===== config.mk =====
export PLATFORM = sky130hd
export DESIGN_NAME = gpio_mmio
export DESIGN_NICKNAME = d
export VERILOG_FILES = /design/src/rtl/gpio_pkg.sv /design/src/rtl/gpio_debounce.sv /design/src/rtl/gpio_mmio.sv
export SDC_FILE = /design/constraint.sdc
export NUM_CORES = 1
export LEC_CHECK = 0
export ABC_CLOCK_PERIOD_IN_PS = 2000
export CORE_UTILIZATION = 60
export DETAILED_ROUTE_END_ITERATION = 7
export DONT_BUFFER_PORTS = 1
export PLACE_DENSITY = 0.76
export SYNTH_ARGS = -nofsm -noshare
export SYNTH_HDL_FRONTEND = slang
export SYNTH_SLANG_ARGS = --single-unit
export TNS_END_PERCENT = 1

===== constraint.sdc =====
create_clock -name clk -period 2 [get_ports clk]
set_clock_uncertainty 0.15 [all_clocks]
set_input_delay 0.2 -clock clk [delete_from_list [all_inputs] [get_ports clk]]
set_output_delay 0.2 -clock clk [all_outputs]
set_load 0.05 [all_outputs]

===== src/rtl/gpio_pkg.sv =====
// Shared GPIO register-map constants, also used by the core's memory decoder.
package gpio_pkg;

  localparam logic [31:0] GPIO_BASE_ADDR = 32'h1001_0000;

  // Register offsets in addr[3:2] units
  localparam logic [1:0] GPIO_OFF_IN   = 2'd0;
  localparam logic [1:0] GPIO_OFF_OUT  = 2'd1;
  localparam logic [1:0] GPIO_OFF_EDGE = 2'd2;
  localparam logic [1:0] GPIO_OFF_RAW  = 2'd3;

endpackage


===== src/rtl/gpio_debounce.sv =====
// One GPIO input pin: two-flop synchronizer, debounce counter, accepted level
// and a single-cycle pulse on the accepted 0->1 transition.
module gpio_debounce #(
  parameter int unsigned DEBOUNCE_CYCLES = 4
) (
  input  logic clk,
  input  logic rst,
  input  logic pin,
  output logic raw,
  output logic level,
  output logic rise
);

  localparam int unsigned CW = (DEBOUNCE_CYCLES > 1) ? $clog2(DEBOUNCE_CYCLES) : 1;
  localparam logic [CW-1:0] LAST = CW'(DEBOUNCE_CYCLES - 1);

  logic          sync1;
  logic          sync2;
  logic          stable;
  logic [CW-1:0] cnt;

  always_ff @(posedge clk) begin
    if (rst) begin
      sync1  <= 1'b0;
      sync2  <= 1'b0;
      stable <= 1'b0;
      cnt    <= '0;
    end else begin
      sync1 <= pin;
      sync2 <= sync1;
      if (sync2 == stable) begin
        cnt <= '0;
      end else if (cnt == LAST) begin
        stable <= sync2;
        cnt    <= '0;
      end else begin
        cnt <= cnt + 1'b1;
      end
    end
  end

  // Pulse on the accepting cycle so the edge bit lands together with the level
  assign rise  = sync2 && !stable && (cnt == LAST);
  assign raw   = sync2;
  assign level = stable;

endmodule


===== src/rtl/gpio_mmio.sv =====
// Memory-mapped GPIO: debounced inputs, rising-edge capture (W1C) and an
// output register, decoded from the core's data-memory bus.
module gpio_mmio
  import gpio_pkg::*;
#(
  parameter int unsigned       GPIO_W          = 8,
  parameter logic [31:0]       BASE_ADDR       = GPIO_BASE_ADDR,
  parameter int unsigned       DEBOUNCE_CYCLES = 4,
  parameter logic [GPIO_W-1:0] OUT_RESET       = '0
) (
  input  logic              clk,
  input  logic              rst,
  input  logic [31:0]       addr,
  input  logic [31:0]       wdata,
  input  logic              we,
  output logic [31:0]       rdata,
  output logic              hit,
  input  logic [GPIO_W-1:0] GPIO_i,
  output logic [GPIO_W-1:0] GPIO_o,
  output logic              irq
);

  logic [GPIO_W-1:0] raw;
  logic [GPIO_W-1:0] level;
  logic [GPIO_W-1:0] rise;
  logic [GPIO_W-1:0] edge_q;
  logic [GPIO_W-1:0] edge_clr;
  logic [1:0]        off;
  logic              wr_out;
  logic              wr_edge;
  logic              unused_ok;

  for (genvar i = 0; i < GPIO_W; i++) begin : g_pin
    gpio_debounce #(
      .DEBOUNCE_CYCLES(DEBOUNCE_CYCLES)
    ) u_debounce (
      .clk  (clk),
      .rst  (rst),
      .pin  (GPIO_i[i]),
      .raw  (raw[i]),
      .level(level[i]),
      .rise (rise[i])
    );
  end

  assign hit      = (addr[31:4] == BASE_ADDR[31:4]);
  assign off      = addr[3:2];
  assign wr_out   = we && hit && (off == GPIO_OFF_OUT);
  assign wr_edge  = we && hit && (off == GPIO_OFF_EDGE);
  assign edge_clr = wr_edge ? wdata[GPIO_W-1:0] : '0;

  always_ff @(posedge clk) begin
    if (rst) begin
      GPIO_o <= OUT_RESET;
      edge_q <= '0;
    end else begin
      if (wr_out) begin
        GPIO_o <= wdata[GPIO_W-1:0];
      end
      // A new rise overrides a same-cycle clear of that bit
      edge_q <= (edge_q & ~edge_clr) | rise;
    end
  end

  always_comb begin
    rdata = '0;
    if (hit) begin
      unique case (off)
        GPIO_OFF_IN:   rdata[GPIO_W-1:0] = level;
        GPIO_OFF_OUT:  rdata[GPIO_W-1:0] = GPIO_o;
        GPIO_OFF_EDGE: rdata[GPIO_W-1:0] = edge_q;
        GPIO_OFF_RAW:  rdata[GPIO_W-1:0] = raw;
        default:       rdata = '0;
      endcase
    end
  end

  assign irq       = |edge_q;
  assign unused_ok = ^{addr[1:0], wdata};

endmodule


==> results.json <==
{
  "cp_max_fo": 3,
  "vias": 2053,
  "drt_pass1_iterations": 4,
  "rows": 24,
  "synth_cell_types": 27,
  "final_area_mm2": 0.00314,
  "cts_resized": 0,
  "yosys_warnings": 0,
  "synthCells": 266,
  "gr-total-overflow": 0,
  "ctsHoldBuffers": 17,
  "rsz0062_at_grt": "false",
  "met2_usage": 0.414,
  "clock-sinks": 56,
  "cts_buffers": 5,
  "yosysTopAreaCell": "dfxtp_1",
  "top_usage_layer": "met2",
  "insertion_delay_ns": 0.31,
  "regArea_mm2": 0.00112,
  "path_class": "reg -> out",
  "crit_slowest_cell": "mux4_2",
  "n_fill_cell": 333,
  "stdcell_count": 348,
  "core_area_mm2": 0.00435,
  "ys.flop_type": "dfxtp_1",
  "power.density_mw_per_mm2": 631,
  "crit_required_ns": 1.65,
  "ir_drop_mv": 0.501,
  "total_power_w": 0.00198,
  "tritoncts": "yes",
  "fin_crit_ns": 1.85,
  "place.port_buffers": 0,
  "antenna-diode-count": 0,
  "syn_area_mm2": 0.00272,
  "pin_count": 117,
  "crit_path_end_kind": "output port",
  "finalSetupViolCount": 0,
  "area_growth_syn_to_layout_pct": 15.3,
  "grt_usage": 0.243,
  "syn_area_per_cell_um2": 10.2,
  "routed_wirelength_um": 5530,
  "crit_arrival_ns": 1.50,
  "routedWlPerCell_um": 15.9,
  "start_kind": "flip-flop",
  "use_met1": 0.298,
  "status": "complete, no violations",
  "vias_per_cell": 5.90,
  "hp-class": "in -> reg",
  "p_leak_nw": 1.30,
  "die-area_mm2": 0.00481,
  "dp_cells": 323,
  "crit_chain": "mux4_2 -> and3_1 -> buf_12",
  "die_w_um": 69.4,
  "synthTopCellsByArea": "dfxtp_1 (41%), buf_4 (8.0%), ha_1 (7.4%)",
  "crit_family": "multiplexers",
  "finalNetCount": 386,
  "clock_path_buffers": 2,
  "ant_nets": 0,
  "clockRootBuffer": "clkbuf_8",
  "clk_transition_reported_paths_ns": 0.09,
  "gp_congestion": 0.815,
  "synth.top_cells.by_count": "dfxtp_1 (56), buf_4 (29), a21oi_1 (24)",
  "fmax_ghz": 0.542,
  "grt_pass1_vias": 2013,
  "drt_iter0_markers": 183,
  "fin_crit_sh": 0.923,
  "h-tree-depth": 2,
  "drcViolationCount": 0,
  "slowest_delay_ns": 0.46,
  "cts.repair_timing.setup_buffer_count": 0,
  "drv_slew": 0,
  "postPlaceCellArea_mm2": 0.00287,
  "use_met3": 0.0422,
  "setup_tns_ns": 0,
  "synth-edff-count": 0,
  "ys_seq_area_frac": 0.412,
  "drive_above_1_share": 0.166,
  "multi_input_area_mm2": 0.00134,
  "cp.buffers_inverters": 1,
  "initial_utilization": 0.625,
  "maxCapViolations": 0,
  "ys_ff_latch": 56,
  "dieHeight_um": 69.4,
  "synth.most_common_cell": "dfxtp_1",
  "synth_top_area_frac": 0.412,
  "grt_pass1_wl_um": 9230,
  "grt_max_degree": 57,
  "antenna_found_initial": 0,
  "dpl.hpwl_um": 3940,
  "hold_violations": 0,
  "async_flop_share": 0
}
## kinds of logic after synthesis
logic type | share of synthesized area
simple gates | 0.184
compound gates | 0.136
flops | 0.412
buf+inv | 0.127
fa+ha+maj | 0.0735
mux | 0.0662
other cells | 0.00138
## layout make-up
class / instances / share of cell area
timing repair buffer: 37 / 0.145
multi-input combinational: 178 / 0.427
clock inverter: 1 / 0.00239
clock buffer: 7 / 0.0275
tap: 52 / 0.0207
inverter: 17 / 0.0203
sequential: 56 / 0.357
## layer usage
layer | part of all wire | vias to the layer above
met5 | 0 | -
met4 | 0.019 | 0
met3 | 0.061 | 9
met2 | 0.50 | 86
met1 | 0.41 | 978
li1 | - | 980
## layout by cell type (no fill, tap or decap)
master         synthesis  final
o21ai_0                8      8
nor4_1                13     13
clkbuf_8               0      6
mux4_2                 8      8
nor2_1                 8      8
buf_12                 1     11
and4_1                 1      1
nor4_2                 2      2
buf_4                 29     10
nor2b_1               16     16
dlygate4sd3_1          0     16
and3_1                 9      9
ha_1                  16     16
inv_1                 17     17
nand4_1               10     10
a211oi_2               8      8
a31oi_1                8      8
nand2_1                2      2
a21boi_0               8      8
and3_4                 1      1
conb_1                 1     24
dfxtp_1               56     56
nor4b_2                2      2
clkinvlp_4             0      1
clkbuf_1               3      1
a21oi_1               24     24
nor4b_1                8      8
and3b_1                2      2
## state kept, by name, summed over array words and instances (netlist names)
name,cells
GPIO_o,8
edge_q,8
g_pin.u_debounce.cnt,16
g_pin.u_debounce.level,8
g_pin.u_debounce.raw,8
g_pin.u_debounce.sync1,8
## path summary, 6_finish.rpt
check / startpoint / to / slack (ns) / cells after the start
setup / recovery: g_pin[3].u_debounce.raw$_SDFF_PP0_ / rdata[3] / 0.15 / 3
setup reg to reg: g_pin[4].u_debounce.level$_SDFFE_PP0P_ / g_pin[4].u_debounce.level$_SDFFE_PP0P_ / 0.64 / 6
hold / removal: rst / g_pin[3].u_debounce.level$_SDFFE_PP0P_ / 0.06 / 2
hold reg to reg: g_pin[7].u_debounce.cnt[0]$_SDFF_PP0_ / g_pin[7].u_debounce.cnt[0]$_SDFF_PP0_ / 0.29 / 1
## per-stage QoR
stage,hold slack (ns),setup WS (ns),utilization
3_5_place_dp,0.121,0.273,0.658
3_3_place_gp,0.121,0.304,0.658
6_report,0.0646,0.154,0.721
5_1_grt,0.0762,0.101,0.721
2_1_floorplan,0.178,0.249,-
4_1_cts,0.0580,0.144,0.721
## report_power, final
group | leakage, nW | internal (W) | switching [W]
Sequential | 0.455 | 0.00113 | 0.00000998
Clock | 0.0445 | 0.000282 | 0.000346
Combinational | 0.800 | 0.0000622 | 0.000146
Total | 1.30 | 0.00148 | 0.000503
Note: power is estimated with default switching activity, not from simulation.
